$ cat config.mk
export PLATFORM = sky130hd
export DESIGN_NAME = packet_demux_ts_nch_flat
export DESIGN_NICKNAME = d
export VERILOG_FILES = /design/src/rtl/packet_demux_ts_nch_pkg.sv /design/src/rtl/packet_demux_ts_nch_if.sv /design/src/rtl/packet_demux_ts_nch_sat_cnt.sv /design/src/rtl/packet_demux_ts_nch.sv /design/src/flat_wrapper.sv
export SDC_FILE = /design/constraint.sdc
export NUM_CORES = 1
export LEC_CHECK = 0
export CORE_AREA = 5 5 310 312
export DETAILED_ROUTE_END_ITERATION = 7
export DIE_AREA = 0 0 315 317
export SETUP_SLACK_MARGIN = 0.4
export SYNTH_ARGS = -nofsm -noshare
export SYNTH_HDL_FRONTEND = slang
export SYNTH_SLANG_ARGS = --single-unit
$ cat constraint.sdc
create_clock -name clk -period 33.9 [get_ports clk]
set_clock_uncertainty 0.05 [all_clocks]
set_input_delay 10.17 -clock clk [delete_from_list [all_inputs] [get_ports clk]]
set_output_delay 10.17 -clock clk [all_outputs]
set_load 0.02 [all_outputs]
$ cat src/rtl/packet_demux_ts_nch_pkg.sv
// Shared types for the timestamped N-port AVST packet demultiplexer.
// Default widths match the standard 8-channel RX configuration.
package packet_demux_ts_nch_pkg;

  localparam int DEF_NUM_PORTS   = 8;
  localparam int DEF_DATA_WIDTH  = 128;
  localparam int DEF_EMPTY_WIDTH = 4;
  localparam int DEF_ERROR_WIDTH = 6;

  typedef enum logic [1:0] {
    ST_IDLE = 2'd0,
    ST_FWD  = 2'd1,
    ST_DROP = 2'd2
  } state_t;

  typedef struct packed {
    logic                       sop;
    logic                       eop;
    logic [DEF_ERROR_WIDTH-1:0] error;
    logic [DEF_EMPTY_WIDTH-1:0] empty;
    logic [DEF_DATA_WIDTH-1:0]  data;
  } beat_t;

  typedef logic [$clog2(DEF_NUM_PORTS)-1:0] port_idx_t;

endpackage

$ cat src/rtl/packet_demux_ts_nch_if.sv
// AVST handshake bundle: one upstream stream in, NUM_PORTS qualified streams out
// on a shared payload bus. slave = demux side, master = source/sink side.
interface packet_demux_ts_nch_if #(
  parameter int NUM_PORTS     = 8,
  parameter int CHANNEL_WIDTH = 3,
  parameter int DATA_WIDTH    = 128,
  parameter int EMPTY_WIDTH   = 4,
  parameter int ERROR_WIDTH   = 6
);
  logic                     i_avst_ready;
  logic                     i_avst_valid;
  logic                     i_avst_startofpacket;
  logic                     i_avst_endofpacket;
  logic [CHANNEL_WIDTH-1:0] i_avst_channel;
  logic [ERROR_WIDTH-1:0]   i_avst_error;
  logic [EMPTY_WIDTH-1:0]   i_avst_empty;
  logic [DATA_WIDTH-1:0]    i_avst_data;

  logic [NUM_PORTS-1:0]     o_avst_ready;
  logic [NUM_PORTS-1:0]     o_avst_valid;
  logic [NUM_PORTS-1:0]     o_avst_startofpacket;
  logic [NUM_PORTS-1:0]     o_avst_endofpacket;
  logic [ERROR_WIDTH-1:0]   o_avst_error;
  logic [EMPTY_WIDTH-1:0]   o_avst_empty;
  logic [DATA_WIDTH-1:0]    o_avst_data;

  modport slave (
    output i_avst_ready,
    input  i_avst_valid, i_avst_startofpacket, i_avst_endofpacket,
    input  i_avst_channel, i_avst_error, i_avst_empty, i_avst_data,
    input  o_avst_ready,
    output o_avst_valid, o_avst_startofpacket, o_avst_endofpacket,
    output o_avst_error, o_avst_empty, o_avst_data
  );

  modport master (
    input  i_avst_ready,
    output i_avst_valid, i_avst_startofpacket, i_avst_endofpacket,
    output i_avst_channel, i_avst_error, i_avst_empty, i_avst_data,
    output o_avst_ready,
    input  o_avst_valid, o_avst_startofpacket, o_avst_endofpacket,
    input  o_avst_error, o_avst_empty, o_avst_data
  );
endinterface

$ cat src/rtl/packet_demux_ts_nch_sat_cnt.sv
// Saturating statistics counter; clear wins over a coincident increment.
module packet_demux_ts_nch_sat_cnt #(
  parameter int CNT_WIDTH = 32
) (
  input  logic                 clk,
  input  logic                 rst,
  input  logic                 clr,
  input  logic                 inc,
  output logic [CNT_WIDTH-1:0] q
);

  always_ff @(posedge clk or posedge rst) begin
    if (rst) begin
      q <= '0;
    end else if (clr) begin
      q <= '0;
    end else if (inc && (q != '1)) begin
      q <= q + CNT_WIDTH'(1);
    end
  end

endmodule

$ cat src/rtl/packet_demux_ts_nch.sv
// N-port AVST demux with SOP timestamp capture, per-port enable/drop and stats.
// A single registered stage feeds a shared payload bus; the port is locked at SOP.
//
//   state   | meaning
//   --------+------------------------------------------------------------
//   IDLE    | between packets; next accepted beat should be SOP
//   FWD     | packet locked to an enabled port, beats go to the stage
//   DROP    | packet for a disabled/out-of-range port, beats consumed
module packet_demux_ts_nch
  import packet_demux_ts_nch_pkg::*;
#(
  parameter int NUM_PORTS     = 8,
  parameter int CHANNEL_WIDTH = 3,
  parameter int DATA_WIDTH    = 128,
  parameter int EMPTY_WIDTH   = 4,
  parameter int ERROR_WIDTH   = 6,
  parameter int TS_WIDTH      = 96,
  parameter int CNT_WIDTH     = 32
) (
  input  logic                           clk,
  input  logic                           rst,
  packet_demux_ts_nch_if.slave           avst,
  input  logic [TS_WIDTH-1:0]            i_ts_data,
  input  logic [NUM_PORTS-1:0]           i_port_enable,
  input  logic                           i_cnt_clear,
  output logic [NUM_PORTS-1:0]           o_ts_valid,
  output logic [TS_WIDTH-1:0]            o_ts_data,
  output logic [NUM_PORTS*CNT_WIDTH-1:0] o_pkt_cnt,
  output logic [CNT_WIDTH-1:0]           o_drop_cnt,
  output logic                           o_framing_err
);

  localparam int PW = $clog2(NUM_PORTS);

  typedef struct packed {
    logic                   sop;
    logic                   eop;
    logic [ERROR_WIDTH-1:0] error;
    logic [EMPTY_WIDTH-1:0] empty;
    logic [DATA_WIDTH-1:0]  data;
  } stage_t;

  state_t               state;
  logic [PW-1:0]        lock_port;
  logic [PW-1:0]        stage_port;
  logic                 stage_valid;
  stage_t               stage;
  logic [TS_WIDTH-1:0]  ts_q;
  logic                 framing_err;

  logic                 in_ready;
  logic                 accept;
  logic                 out_fire;
  logic [PW-1:0]        ch_idx;
  logic                 ch_ok;
  logic                 drop_inc;
  stage_t               in_beat;
  logic [NUM_PORTS-1:0] port_valid;
  logic [NUM_PORTS-1:0] pkt_inc;

  always_comb begin
    in_ready = !rst && (!stage_valid || avst.o_avst_ready[stage_port]);
    accept   = avst.i_avst_valid && in_ready;
    out_fire = stage_valid && avst.o_avst_ready[stage_port];
    ch_idx   = avst.i_avst_channel[PW-1:0];
    // Range check on the full channel value before trusting the enable bit
    ch_ok    = (32'(avst.i_avst_channel) < 32'(NUM_PORTS)) ? i_port_enable[ch_idx] : 1'b0;
    in_beat  = '{sop:   avst.i_avst_startofpacket,
                 eop:   avst.i_avst_endofpacket,
                 error: avst.i_avst_error,
                 empty: avst.i_avst_empty,
                 data:  avst.i_avst_data};
    drop_inc = accept && avst.i_avst_endofpacket &&
               ((avst.i_avst_startofpacket && !ch_ok) ||
                (!avst.i_avst_startofpacket && (state == ST_DROP)));
  end

  always_ff @(posedge clk or posedge rst) begin
    if (rst) begin
      state       <= ST_IDLE;
      lock_port   <= '0;
      stage_port  <= '0;
      stage_valid <= 1'b0;
      stage       <= '0;
      ts_q        <= '0;
      framing_err <= 1'b0;
    end else begin
      if (out_fire) begin
        stage_valid <= 1'b0;
      end
      if (accept) begin
        if (avst.i_avst_startofpacket) begin
          if (state != ST_IDLE) begin
            framing_err <= 1'b1;
          end
          lock_port <= ch_idx;
          if (ch_ok) begin
            stage_valid <= 1'b1;
            stage_port  <= ch_idx;
            stage       <= in_beat;
            ts_q        <= i_ts_data;
            state       <= avst.i_avst_endofpacket ? ST_IDLE : ST_FWD;
          end else begin
            state       <= avst.i_avst_endofpacket ? ST_IDLE : ST_DROP;
          end
        end else begin
          case (state)
            ST_FWD: begin
              stage_valid <= 1'b1;
              stage_port  <= lock_port;
              stage       <= in_beat;
              if (avst.i_avst_endofpacket) begin
                state <= ST_IDLE;
              end
            end
            ST_DROP: begin
              if (avst.i_avst_endofpacket) begin
                state <= ST_IDLE;
              end
            end
            default: begin
              framing_err <= 1'b1;
            end
          endcase
        end
      end
    end
  end

  always_comb begin
    for (int p = 0; p < NUM_PORTS; p++) begin
      port_valid[p] = stage_valid && (stage_port == PW'(p));
    end
    pkt_inc = port_valid & avst.o_avst_ready & {NUM_PORTS{stage.eop}};
  end

  assign avst.i_avst_ready         = in_ready;
  assign avst.o_avst_valid         = port_valid;
  assign avst.o_avst_startofpacket = port_valid & {NUM_PORTS{stage.sop}};
  assign avst.o_avst_endofpacket   = port_valid & {NUM_PORTS{stage.eop}};
  assign avst.o_avst_error         = stage.error;
  assign avst.o_avst_empty         = stage.empty;
  assign avst.o_avst_data          = stage.data;
  assign o_ts_valid                = port_valid & {NUM_PORTS{stage.sop}};
  assign o_ts_data                 = ts_q;
  assign o_framing_err             = framing_err;

  for (genvar p = 0; p < NUM_PORTS; p++) begin : g_pkt_cnt
    packet_demux_ts_nch_sat_cnt #(.CNT_WIDTH(CNT_WIDTH)) u_pkt_cnt (
      .clk (clk),
      .rst (rst),
      .clr (i_cnt_clear),
      .inc (pkt_inc[p]),
      .q   (o_pkt_cnt[p*CNT_WIDTH +: CNT_WIDTH])
    );
  end

  packet_demux_ts_nch_sat_cnt #(.CNT_WIDTH(CNT_WIDTH)) u_drop_cnt (
    .clk (clk),
    .rst (rst),
    .clr (i_cnt_clear),
    .inc (drop_inc),
    .q   (o_drop_cnt)
  );

endmodule

$ cat src/flat_wrapper.sv
// flat-port wrapper written by rule: the top's interface ports become plain ports
module packet_demux_ts_nch_flat import packet_demux_ts_nch_pkg::*;
#(
  parameter int NUM_PORTS     = 8,
  parameter int CHANNEL_WIDTH = 3,
  parameter int DATA_WIDTH    = 128,
  parameter int EMPTY_WIDTH   = 4,
  parameter int ERROR_WIDTH   = 6,
  parameter int TS_WIDTH      = 96,
  parameter int CNT_WIDTH     = 32
)
  (clk, rst, i_ts_data, i_port_enable, i_cnt_clear, o_ts_valid, o_ts_data, o_pkt_cnt, o_drop_cnt, o_framing_err, avst_i_avst_ready, avst_i_avst_valid, avst_i_avst_startofpacket, avst_i_avst_endofpacket, avst_i_avst_channel, avst_i_avst_error, avst_i_avst_empty, avst_i_avst_data, avst_o_avst_ready, avst_o_avst_valid, avst_o_avst_startofpacket, avst_o_avst_endofpacket, avst_o_avst_error, avst_o_avst_empty, avst_o_avst_data);
  packet_demux_ts_nch_if #(.NUM_PORTS(NUM_PORTS), .CHANNEL_WIDTH(CHANNEL_WIDTH), .DATA_WIDTH(DATA_WIDTH), .EMPTY_WIDTH(EMPTY_WIDTH), .ERROR_WIDTH(ERROR_WIDTH)) avst_i ();
  input  logic clk;
  input  logic rst;
  input  logic [TS_WIDTH-1:0] i_ts_data;
  input  logic [NUM_PORTS-1:0] i_port_enable;
  input  logic i_cnt_clear;
  output logic [NUM_PORTS-1:0] o_ts_valid;
  output logic [TS_WIDTH-1:0] o_ts_data;
  output logic [NUM_PORTS*CNT_WIDTH-1:0] o_pkt_cnt;
  output logic [CNT_WIDTH-1:0] o_drop_cnt;
  output logic o_framing_err;
  output wire logic [$bits(avst_i.i_avst_ready)-1:0] avst_i_avst_ready;
  input wire logic [$bits(avst_i.i_avst_valid)-1:0] avst_i_avst_valid;
  input wire logic [$bits(avst_i.i_avst_startofpacket)-1:0] avst_i_avst_startofpacket;
  input wire logic [$bits(avst_i.i_avst_endofpacket)-1:0] avst_i_avst_endofpacket;
  input wire logic [$bits(avst_i.i_avst_channel)-1:0] avst_i_avst_channel;
  input wire logic [$bits(avst_i.i_avst_error)-1:0] avst_i_avst_error;
  input wire logic [$bits(avst_i.i_avst_empty)-1:0] avst_i_avst_empty;
  input wire logic [$bits(avst_i.i_avst_data)-1:0] avst_i_avst_data;
  input wire logic [$bits(avst_i.o_avst_ready)-1:0] avst_o_avst_ready;
  output wire logic [$bits(avst_i.o_avst_valid)-1:0] avst_o_avst_valid;
  output wire logic [$bits(avst_i.o_avst_startofpacket)-1:0] avst_o_avst_startofpacket;
  output wire logic [$bits(avst_i.o_avst_endofpacket)-1:0] avst_o_avst_endofpacket;
  output wire logic [$bits(avst_i.o_avst_error)-1:0] avst_o_avst_error;
  output wire logic [$bits(avst_i.o_avst_empty)-1:0] avst_o_avst_empty;
  output wire logic [$bits(avst_i.o_avst_data)-1:0] avst_o_avst_data;
  assign avst_i_avst_ready = avst_i.i_avst_ready;
  assign avst_i.i_avst_valid = avst_i_avst_valid;
  assign avst_i.i_avst_startofpacket = avst_i_avst_startofpacket;
  assign avst_i.i_avst_endofpacket = avst_i_avst_endofpacket;
  assign avst_i.i_avst_channel = avst_i_avst_channel;
  assign avst_i.i_avst_error = avst_i_avst_error;
  assign avst_i.i_avst_empty = avst_i_avst_empty;
  assign avst_i.i_avst_data = avst_i_avst_data;
  assign avst_i.o_avst_ready = avst_o_avst_ready;
  assign avst_o_avst_valid = avst_i.o_avst_valid;
  assign avst_o_avst_startofpacket = avst_i.o_avst_startofpacket;
  assign avst_o_avst_endofpacket = avst_i.o_avst_endofpacket;
  assign avst_o_avst_error = avst_i.o_avst_error;
  assign avst_o_avst_empty = avst_i.o_avst_empty;
  assign avst_o_avst_data = avst_i.o_avst_data;
  packet_demux_ts_nch #(.NUM_PORTS(NUM_PORTS), .CHANNEL_WIDTH(CHANNEL_WIDTH), .DATA_WIDTH(DATA_WIDTH), .EMPTY_WIDTH(EMPTY_WIDTH), .ERROR_WIDTH(ERROR_WIDTH), .TS_WIDTH(TS_WIDTH), .CNT_WIDTH(CNT_WIDTH)) u_core (.clk(clk), .rst(rst), .avst(avst_i), .i_ts_data(i_ts_data), .i_port_enable(i_port_enable), .i_cnt_clear(i_cnt_clear), .o_ts_valid(o_ts_valid), .o_ts_data(o_ts_data), .o_pkt_cnt(o_pkt_cnt), .o_drop_cnt(o_drop_cnt), .o_framing_err(o_framing_err));
endmodule
# Yosys cells after proc, flatten, opt, wreduce, memory -nomap -nowiden
# Cells that the tools add are included.
# op_classes
add_sub_neg,9
order_cmp,2
eq_ne,21
n_mux,42
bitwise_logic,4
n_reduce_logical,50
# ops
cell,count
$mux W32,18
$mux W140,3
$add A32 B1 Y32 const B,9
$ne A32 B32 Y1 const B,9
$and A8 B8 Y8,4
$reduce_bool A2 Y1,13
$logic_and A1 B1 Y1,24
$eq A3 B3 Y1 const B,4
$reduce_and A3 Y1,4
$mux W1,11
$mux W2,5
$mux W3,3
$lt A3 B4 Y1 const B,2
$bmux W1 S3,2
$eq A3 B2 Y1 const B,2
$ne A2 B1 Y1 const B,3
$logic_not A1 Y1,4
$eq A3 B1 Y1 const B,1
$logic_not A3 Y1,1
$eq A2 B1 Y1 const B,1
$eq A2 B2 Y1 const B,1
$logic_or A1 B1 Y1,2
$reduce_and A2 Y1,1
$reduce_or A2 Y1,1
# word_totals
ff_bits,534
input_bits,259
out_inout_bits,556
word_cells,148

# Depth between registers and ports, before layout
# Gate-level depths: netlist of run 1.
# depth
ltp_word,10
ltp_mapped,9
depth_no_buf,7

# Modules after synthesis
# Synthesis of run 1 repeated with hierarchy kept, for this count alone.
# unflattened
cells_unflattened,2430
area_unflattened_um2,26783.2
# modules_own_cells
module,n_inst,cells_per_inst,area_each_um2,seq_area_each_um2
packet_demux_ts_nch_sat_cnt,9,186,1740.4,800.8
packet_demux_ts_nch,1,756,11119.4,6155.9

# Least setup slack after synthesis of run 1
# OpenSTA, ideal clock, no wires.
# synth_path
kind,input-to-output
start,in rst
end,out avst_i_avst_ready
t_arrival_ns,22.266
t_required_ns,23.680
setup_slack_ns,1.414
path_stages,2
n_path_buf,0
cell_sequence,inv_1 and2_1
# synth_via
elab_chain_len,2
# synth_rtl
item,line_no,rtl
start: declaration,flat_wrapper.sv:15,input logic rst;
$logic_not A1 Y1 (no source line),-,
$logic_and A1 B1 Y1,packet_demux_ts_nch.sv:62,in_ready = !rst && (!stage_valid || avst.o_avst_ready[stage_port]);
end: declaration,flat_wrapper.sv:24,output wire logic [$bits(avst_i.i_avst_ready)-1:0] avst_i_avst_ready;
# Every way passes these cells.

# Final worst setup path of run 1
# layout_path
start,in avst_o_avst_ready[4]
end,out avst_i_avst_ready
# layout_via
elab_chain_len,4
# layout_rtl
item,line_no,rtl
start: declaration,flat_wrapper.sv:32,input wire logic [$bits(avst_i.o_avst_ready)-1:0] avst_o_avst_ready;
$bmux W1 S3,packet_demux_ts_nch.sv:62,
$mux W1 (implied by the code),packet_demux_ts_nch.sv:62,
$logic_or A1 B1 Y1,packet_demux_ts_nch.sv:62,
$logic_and A1 B1 Y1,packet_demux_ts_nch.sv:62,
# Every way passes these cells. The select of a mux whose other input is x is not followed.

==> impl_results.html, run 1 <==
<table>
<tr><th>Metric</th><th>Value</th></tr>
<tr><th colspan="2">Run status</th></tr>
<tr><td>Status</td><td>complete, no violations</td></tr>
<tr><th colspan="2">Timing</th></tr>
<tr><td>Unrepaired setup endpoints after global routing</td><td>no</td></tr>
<tr><td>Share of the clock period used by the worst path</td><td>66.3%</td></tr>
<tr><td>Worst slew margin relative to its limit</td><td>between 10% and 20%</td></tr>
<tr><td>Final count of negative-setup-slack endpoints</td><td>0</td></tr>
<tr><td>Final critical path time including I/O delays and setup</td><td>roughly 22 ns</td></tr>
<tr><td>Worst slew pin tran</td><td>roughly 1.3 ns</td></tr>
<tr><td>Number of hold violations in the final report</td><td>0</td></tr>
<tr><td>Maximum frequency from static timing analysis</td><td>0.0445 GHz</td></tr>
<tr><td>Final slew viol count</td><td>0</td></tr>
<tr><td>Setup total negative slack</td><td>0 ns</td></tr>
<tr><th colspan="2">Setup path</th></tr>
<tr><td>Worst setup EP type</td><td>output pin</td></tr>
<tr><td>Critical Path Max Stage Delay</td><td>between 0.5 and 0.6 ns</td></tr>
<tr><td>Crit Path Max Fanout</td><td>4</td></tr>
<tr><td>Largest delay share family, worst path</td><td>buffers and inverters</td></tr>
<tr><td>Cell-by-cell trace of the critical path</td><td>clkdlybuf4s50_1, mux2_2, o32ai_1, nor3b_1, and2_1, clkdlybuf4s50_1</td></tr>
<tr><td>WP buf/inv</td><td>2</td></tr>
<tr><td>Slowest library cell on the worst path</td><td>sky130_fd_sc_hd__clkdlybuf4s50_1</td></tr>
<tr><td>Kind of critical path</td><td>in2out</td></tr>
<tr><td>Startpoint kind of the worst setup timing path</td><td>input port</td></tr>
<tr><td>Worst path most repeated cell</td><td>sky130_fd_sc_hd__clkdlybuf4s50_1</td></tr>
<tr><td>Arrival time reported for the critical path endpoint</td><td>roughly 12 ns</td></tr>
<tr><td>Critical path data required time</td><td>roughly 24 ns</td></tr>
<tr><th colspan="2">Floorplan</th></tr>
<tr><td>Floorplan Core Area</td><td>between 0.09 and 0.1 mm²</td></tr>
<tr><td>Floorplan die height</td><td>317 µm</td></tr>
<tr><td>Count of pins on the block boundary</td><td>between 800 and 900</td></tr>
<tr><td>Starting Density</td><td>about 28%</td></tr>
<tr><td>Floorplan die width</td><td>approximately 320 µm</td></tr>
<tr><td>Number of rows in the core area</td><td>~110</td></tr>
<tr><td>Die Area</td><td>0.0999 mm²</td></tr>
<tr><th colspan="2">Placement</th></tr>
<tr><td>Placed cell area</td><td>0.0343 mm²</td></tr>
<tr><td>HPWL Detailed</td><td>75400 µm</td></tr>
<tr><td>Count of port buffers added during placement</td><td>between 800 and 900</td></tr>
<tr><td>Final GP Congestion</td><td>approximately 0.84</td></tr>
<tr><td>Placed instance count</td><td>between 4000 and 5000</td></tr>
<tr><th colspan="2">Synth</th></tr>
<tr><td>Share of the yosys chip area belonging to registers</td><td>a little over 50%</td></tr>
<tr><td>Instance count of the mapped netlist</td><td>around 2400</td></tr>
<tr><td>Top-count cell post-synth</td><td>sky130_fd_sc_hd__dfrtp_1</td></tr>
<tr><td>Ys async rst share</td><td>between 90% and 100%</td></tr>
<tr><td>Cell type with the highest aggregate area in the netlist</td><td>sky130_fd_sc_hd__dfrtp_1</td></tr>
<tr><td>Number of synthesized register bits</td><td>approximately 530</td></tr>
<tr><td>Post-synth top area share</td><td>51.6%</td></tr>
<tr><td>Largest cells by area after synthesis</td><td>sky130_fd_sc_hd__dfrtp_1, sky130_fd_sc_hd__mux2_2, sky130_fd_sc_hd__xor2_1</td></tr>
<tr><td>Commonest cells in the netlist</td><td>sky130_fd_sc_hd__dfrtp_1, sky130_fd_sc_hd__nor2_1, sky130_fd_sc_hd__mux2_2, sky130_fd_sc_hd__buf_4, sky130_fd_sc_hd__nand3_1</td></tr>
<tr><td>Summed instance area of the synthesized netlist</td><td>approximately 0.026 mm²</td></tr>
<tr><td>Synthesis warning total</td><td>0</td></tr>
<tr><td>Netlist cell types</td><td>67</td></tr>
<tr><td>Dominant synthesized flop cell</td><td>sky130_fd_sc_hd__dfrtp_1</td></tr>
<tr><td>Number of nets in the synthesized netlist</td><td>approximately 2700</td></tr>
<tr><td>Number of synthesized flops with an enable pin</td><td>0</td></tr>
<tr><td>Synthesized area per cell</td><td>10.8 µm²</td></tr>
<tr><th colspan="2">CTS</th></tr>
<tr><td>Post-CTS Setup Bufs</td><td>0</td></tr>
<tr><td>Total CTS buffers</td><td>68</td></tr>
<tr><td>TritonCTS clock tree</td><td>done</td></tr>
<tr><td>Latest clock arrival within the worst-skew pair</td><td>around 0.63 ns</td></tr>
<tr><td>Number of buffers added to fix hold violations after cts</td><td>0</td></tr>
<tr><td>TritonCTS Sinks</td><td>between 500 and 600</td></tr>
<tr><td># H-tree levels</td><td>3</td></tr>
<tr><td>Post-cts sizing count</td><td>0</td></tr>
<tr><td>Clock slew at reported path FFs</td><td>approximately 0.05 ns</td></tr>
<tr><td>Buffers from clock root to sink, at most</td><td>3</td></tr>
<tr><td>Master cell of the clock root buffer</td><td>sky130_fd_sc_hd__clkbuf_16</td></tr>
<tr><th colspan="2">Drt</th></tr>
<tr><td>Wirelength, routed</td><td>97900 µm</td></tr>
<tr><td>Final routed wire length divided by cell count</td><td>22.4 µm</td></tr>
<tr><td>Number of DRC violations after detailed-routing iteration 0</td><td>1489</td></tr>
<tr><td>Drc violations</td><td>0</td></tr>
<tr><td>Routed via count divided by cell count</td><td>4.79</td></tr>
<tr><td>Antenna violation net count after detailed routing</td><td>0</td></tr>
<tr><td>Vias after detailed routing</td><td>approximately 21000</td></tr>
<tr><td>Length of the first detailed-routing pass in iterations</td><td>5</td></tr>
<tr><th colspan="2">Global route</th></tr>
<tr><td>GRT met2 Usage</td><td>29.8%</td></tr>
<tr><td>GR met1 Demand/Resource</td><td>22.4%</td></tr>
<tr><td>Global-route met3 utilization</td><td>under 10%</td></tr>
<tr><td>Total overflow reported by the global router</td><td>0</td></tr>
<tr><td>Total Routing Usage GR</td><td>a little under a fifth</td></tr>
<tr><td>Busiest metal layer after global routing</td><td>met2</td></tr>
<tr><td>Wire length of the first global-routing pass</td><td>141000 µm</td></tr>
<tr><td>Via count of the first global-routing pass</td><td>approximately 21000</td></tr>
<tr><td>Pin count of the biggest net entering global routing</td><td>143</td></tr>
<tr><td>Antenna violations before repair</td><td>22</td></tr>
<tr><th colspan="2">Finish</th></tr>
<tr><td>Filler cell count in the final layout</td><td>slightly above 9000</td></tr>
<tr><td>P&amp;R area growth vs syn</td><td>41.0%</td></tr>
<tr><td>Fraction of layout cells with a size suffix above 1</td><td>around an eighth</td></tr>
<tr><td>Final Non-Filler Cells</td><td>around 4400</td></tr>
<tr><td>Net total in the final layout</td><td>3336</td></tr>
<tr><td>Cell area after layout</td><td>0.0365 mm²</td></tr>
<tr><th colspan="2">Power and ir drop</th></tr>
<tr><td>Leakage Power</td><td>about 14 nW</td></tr>
<tr><td>Comb power frac</td><td>a little under a third</td></tr>
<tr><td>Worst vdd ir</td><td>0.0000625 V</td></tr>
<tr><td>Power spent charging and discharging nets</td><td>769 µW</td></tr>
<tr><td>Sum of internal, switching and leakage power</td><td>about 2.4 mW</td></tr>
<tr><td>Internal power summed over all cells</td><td>1.60 mW</td></tr>
<tr><td>Switching part of the total</td><td>between 30% and 40%</td></tr>
<tr><td>Clock share of power</td><td>between 30% and 40%</td></tr>
<tr><td>Power density over the cells</td><td>~65 mW/mm²</td></tr>
<tr><td>Register share of total power</td><td>a little under two fifths</td></tr>
<tr><th colspan="2">Hold path</th></tr>
<tr><td>Worst min-delay path class</td><td>reg2reg</td></tr>
<tr><th colspan="2">Flow run</th></tr>
<tr><td>Number of maximum-capacitance violations</td><td>0</td></tr>
</table>
[metrics by stage]
stage	utilization, %	worst slack [ns]	hold slack, ns
after CTS	39.4	11.42	0.416
final	39.4	11.42	0.411
after detailed placement	36.9	11.43	0.403
after global placement	36.9	11.43	0.415
after global routing	39.4	11.33	0.451
after floorplan	-	1.41	0.429
[routing by layer]
metal	vias up	part of all wire (%)
li1	9692	-
met1	10300	38
met2	727	47
met3	193	9.7
met4	20	5.1
met5	-	0.12
[power by group through the flow]
| stage | logic [mW] | clock network, mW | registers [mW] |
|---|---|---|---|
| final | 0.750 | 0.733 | 0.886 |
| after global routing | 0.786 | 0.781 | 0.906 |
| after CTS | 0.762 | 0.756 | 0.886 |
| after detailed placement | 0.758 | 0 | 0.894 |
| after global placement | 0.756 | 0 | 0.892 |
| after floorplan | 0.416 | 0 | 0.921 |
[flip-flops by register name, indices dropped and copies added, names as in the netlist, 2 cells and up]
register	flops
u_core.stage	2
u_core.avst.o_avst_empty	4
u_core.avst.o_avst_error	6
u_core.avst.o_avst_data	128
u_core.state	2
u_core.stage_port	3
u_core.u_drop_cnt.q	32
u_core.o_ts_data	96
u_core.g_pkt_cnt.u_pkt_cnt.q	256
u_core.lock_port	3
[layout make-up]
type                            count  area [µm²]  share of cell area, %
Antenna cell                        5        12.5                 0.0342
Clock buffer                       98        1970                   5.38
Clock inverter                     25         287                  0.784
Inverter                           29         116                  0.318
Multi-Input combinational cell   1600       10900                   29.9
Sequential cell                   534       13400                   36.6
Tap cell                         1254        1570                   4.29
Timing Repair Buffer              832        8290                   22.7
[placed cells by master, fill, tap and decap left out, drive strengths merged, types with 72 or more instances in the layout]
cell | netlist | layout
dfrtp | 534 | 534
nand4 | 109 | 109
nand2 | 109 | 109
clkdlybuf4s50 | 0 | 813
nor2 | 274 | 274
xnor2 | 80 | 80
clkbuf | 61 | 98
nand3 | 138 | 138
xor2 | 129 | 129
mux2 | 243 | 243
a21oi | 72 | 72
[logic make-up after synthesis]
logic type	count (synthesis)	synth area share, %
flip-flops	534	51.6
XOR/XNOR	209	7.06
adder cells (fa/ha/maj)	12	0.579
AND/OR/NAND/NOR	948	19.2
AO/OA/AOI/OAI	178	4.28
multiplexers	253	11.0
buffers and inverters	275	6.29
[path summary, 6_finish.rpt]
path | from | endpoint | slack (ns) | cells after the start
min in group asynchronous | rst | u_core.stage_port[2] | 10.06 | 2
max | avst_o_avst_ready[4] | avst_i_avst_ready | 11.42 | 6
min reg2reg | u_core.o_framing_err | u_core.o_framing_err | 0.41 | 1
max in group asynchronous | rst | u_core.o_ts_data[21] | 20.77 | 5
min | u_core.o_framing_err | u_core.o_framing_err | 0.41 | 1
max reg2reg | u_core.stage_port[1] | u_core.avst.o_avst_data[36] | 29.49 | 7
Power figures use the tool's default switching activity.
==> run 2, diff against run 1 <==
- clock period: 33.9 -> 22.3 ns (I/O delays scaled with it)
==> run 2 against run 1 <==
  * Non-clock buffer count increased by 1
  * Final area rose by 0.18%
  * Setup slack worse by 4.7 ns
  * Combinational power up 52%
  * Largest cell class unchanged
==> impl_results.html, run 2 (synthesis results as in run 1) <==
<table>
<tr><th>Metric</th><th>Value</th></tr>
<tr><th colspan="2">Run status</th></tr>
<tr><td>Status</td><td>complete, no violations (unchanged)</td></tr>
<tr><th colspan="2">Drt</th></tr>
<tr><td>Wirelength, routed</td><td>96100 µm (was 97900 µm)</td></tr>
<tr><td>Number of DRC violations after detailed-routing iteration 0</td><td>1283 (was 1489)</td></tr>
<tr><td>Antenna violation net count after detailed routing</td><td>0 (unchanged)</td></tr>
<tr><td>Length of the first detailed-routing pass in iterations</td><td>5 (unchanged)</td></tr>
<tr><td>Drc violations</td><td>0 (unchanged)</td></tr>
<tr><td>Routed via count divided by cell count</td><td>4.79 (about the same)</td></tr>
<tr><td>Final routed wire length divided by cell count</td><td>22.0 µm (was 22.4 µm)</td></tr>
<tr><td>Vias after detailed routing</td><td>21000 (about the same)</td></tr>
<tr><th colspan="2">Global route</th></tr>
<tr><td>Via count of the first global-routing pass</td><td>20700 (was 20800)</td></tr>
<tr><td>Pin count of the biggest net entering global routing</td><td>137 (was 143)</td></tr>
<tr><td>Total overflow reported by the global router</td><td>0 (unchanged)</td></tr>
<tr><td>Wire length of the first global-routing pass</td><td>139000 µm (was 141000 µm)</td></tr>
<tr><td>Antenna violations before repair</td><td>24 (was 22)</td></tr>
<tr><td>Total Routing Usage GR</td><td>18.3% (was 18.7%)</td></tr>
<tr><th colspan="2">Timing</th></tr>
<tr><td>Final count of negative-setup-slack endpoints</td><td>0 (unchanged)</td></tr>
<tr><td>Maximum frequency from static timing analysis</td><td>0.0643 GHz</td></tr>
<tr><td>Unrepaired setup endpoints after global routing</td><td>no (unchanged)</td></tr>
<tr><td>Worst slew pin tran</td><td>1.13 ns (was 1.26 ns)</td></tr>
<tr><td>Share of the clock period used by the worst path</td><td>69.7%</td></tr>
<tr><td>Worst slew margin relative to its limit</td><td>24.8% (was 13.7%)</td></tr>
<tr><td>Setup total negative slack</td><td>0 ns (unchanged)</td></tr>
<tr><td>Post-route worst setup slack</td><td>6.75 ns (was 11.42 ns)</td></tr>
<tr><td>Number of hold violations in the final report</td><td>0 (unchanged)</td></tr>
<tr><td>Final slew viol count</td><td>0 (unchanged)</td></tr>
<tr><td>Final critical path time including I/O delays and setup</td><td>around 16 ns</td></tr>
<tr><th colspan="2">CTS</th></tr>
<tr><td>TritonCTS clock tree</td><td>done (unchanged)</td></tr>
<tr><td>Post-CTS Setup Bufs</td><td>0 (unchanged)</td></tr>
<tr><td>Clock slew at reported path FFs</td><td>0.05 ns (about the same)</td></tr>
<tr><td>Number of buffers added to fix hold violations after cts</td><td>0 (unchanged)</td></tr>
<tr><td>Latest clock arrival within the worst-skew pair</td><td>0.61 ns (was 0.63 ns)</td></tr>
<tr><td>TritonCTS Sinks</td><td>534 (unchanged)</td></tr>
<tr><td>Post-cts sizing count</td><td>0 (unchanged)</td></tr>
<tr><td>Total CTS buffers</td><td>66 (was 68)</td></tr>
<tr><td>Master cell of the clock root buffer</td><td>sky130_fd_sc_hd__clkbuf_16 (unchanged)</td></tr>
<tr><td>Buffers from clock root to sink, at most</td><td>3 (unchanged)</td></tr>
<tr><td># H-tree levels</td><td>3 (unchanged)</td></tr>
<tr><th colspan="2">Finish</th></tr>
<tr><td>Leading cell type in the layout, fill and taps excluded</td><td>sky130_fd_sc_hd__clkdlybuf4s50_1 (unchanged)</td></tr>
<tr><td>Number of flip-flops in the largest register</td><td>256 (unchanged)</td></tr>
<tr><td>P&amp;R area growth vs syn</td><td>41.3% (was 41.0%)</td></tr>
<tr><td>Cell area after layout</td><td>0.0366 mm² (was 0.0365 mm²)</td></tr>
<tr><td>Commonest non-fill, non-tap cells in the layout</td><td>sky130_fd_sc_hd__clkdlybuf4s50_1, sky130_fd_sc_hd__dfrtp_1, sky130_fd_sc_hd__nor2_1 (unchanged)</td></tr>
<tr><td>Largest Register</td><td>u_core.g_pkt_cnt.u_pkt_cnt.q (unchanged)</td></tr>
<tr><td>Fraction of layout cells with a size suffix above 1</td><td>12.7% (about the same)</td></tr>
<tr><td>Net total in the final layout</td><td>3335 (was 3336)</td></tr>
<tr><th colspan="2">Setup path</th></tr>
<tr><td>Arrival time reported for the critical path endpoint</td><td>8.81 ns (was 12.26 ns)</td></tr>
<tr><td>Crit Path Max Fanout</td><td>35 (was 4)</td></tr>
<tr><td>Startpoint kind of the worst setup timing path</td><td>input port (unchanged)</td></tr>
<tr><td>Worst setup EP type</td><td>output pin (unchanged)</td></tr>
<tr><td>Critical path data required time</td><td>15.56 ns (was 23.68 ns)</td></tr>
<tr><td>Kind of critical path</td><td>in2out (unchanged)</td></tr>
<tr><th colspan="2">Power and ir drop</th></tr>
<tr><td>Worst vdd ir</td><td>0.0000753 V (was 0.0000625 V)</td></tr>
<tr><td>Power density over the cells</td><td>99.0 mW/mm² (was 64.8 mW/mm²)</td></tr>
<tr><td>Sum of internal, switching and leakage power</td><td>3.62 mW (was 2.37 mW)</td></tr>
<tr><td>Leakage Power</td><td>14.3 nW (was 14.2 nW)</td></tr>
<tr><th colspan="2">Floorplan</th></tr>
<tr><td>Count of pins on the block boundary</td><td>815 (unchanged)</td></tr>
<tr><td>Starting Density</td><td>27.9% (unchanged)</td></tr>
<tr><td>Number of rows in the core area</td><td>112 (unchanged)</td></tr>
<tr><td>Floorplan die height</td><td>317 µm (unchanged)</td></tr>
<tr><td>Floorplan Core Area</td><td>0.0928 mm² (unchanged)</td></tr>
<tr><td>Floorplan die width</td><td>315 µm (unchanged)</td></tr>
<tr><td>Die Area</td><td>0.0999 mm² (unchanged)</td></tr>
<tr><th colspan="2">Hold path</th></tr>
<tr><td>Worst min-delay path class</td><td>reg2reg (unchanged)</td></tr>
<tr><th colspan="2">Placement</th></tr>
<tr><td>Placed cell area</td><td>0.0343 mm² (about the same)</td></tr>
<tr><td>Worst slack, placed</td><td>6.65 ns (was 11.43 ns)</td></tr>
<tr><td>Final GP Congestion</td><td>0.857 (was 0.842)</td></tr>
<tr><td>Count of port buffers added during placement</td><td>814 (unchanged)</td></tr>
<tr><td>HPWL Detailed</td><td>73300 µm (was 75400 µm)</td></tr>
<tr><th colspan="2">Flow run</th></tr>
<tr><td>Number of maximum-capacitance violations</td><td>0 (unchanged)</td></tr>
</table>
## run 2: cell count changes in the layout (fill, tap and decap cells not counted), moves of 2 or more
cell / change
sky130_fd_sc_hd__clkbuf_1: -5
sky130_fd_sc_hd__bufinv_16: +2
sky130_fd_sc_hd__clkinv_2: -6
sky130_fd_sc_hd__clkbuf_8: +6
sky130_fd_sc_hd__diode_2: +5
sky130_fd_sc_hd__inv_6: -3
## run 2: cell type report
class	count	area, µm²
inverters	29	113
clock buffers	98	2010
fillers	9096	56200
repair buffers	833	8310
well taps	1254	1570
clock inverters	18	283
multi-input cells	1600	10900
diodes	10	25.0
flip-flops and latches	534	13400
## run 2: worst paths after layout
kind,start,slack [ns],depth (start not counted),to
setup / recovery,rst,6.75,4,avst_i_avst_ready
hold / removal,u_core.avst.o_avst_data[110],0.45,1,u_core.avst.o_avst_data[110]
setup reg to reg,u_core.stage_port[0],17.70,7,u_core.avst.o_avst_data[74]
hold reg to reg,u_core.avst.o_avst_data[110],0.45,1,u_core.avst.o_avst_data[110]
max in group asynchronous,rst,11.32,7,u_core.g_pkt_cnt[7].u_pkt_cnt.q[31]
min in group asynchronous,rst,6.57,2,u_core.g_pkt_cnt[6].u_pkt_cnt.q[28]
## run 2: power breakdown
part	switching (mW)	internal, mW
Combinational	0.567	0.573
Clock	0.433	0.703
Sequential	0.160	1.19
Total	1.16	2.46
## run 2: routing by layer
layer	track usage, %	share of wire (%)
met1	22.3	40
met2	29.2	47
met3	6.52	8.5
met4	8.40	4.6
met5	0	0.14
## run 2: through the flow
step	utilization, %	cells	hold WS (ns)
final	39.5	4376	0.452
after global routing	39.4	4369	0.467
after CTS	39.4	4366	0.454
after detailed placement	37.0	4250	0.442
after global placement	37.0	4250	0.437
after floorplan	-	2409	0.429
## run 2: worst max-delay path: stages
cell and delay (ns):
sky130_fd_sc_hd__clkdlybuf4s50_1 0.54, sky130_fd_sc_hd__clkinvlp_4 0.66, sky130_fd_sc_hd__and2_1 0.39, sky130_fd_sc_hd__clkdlybuf4s50_1 0.53
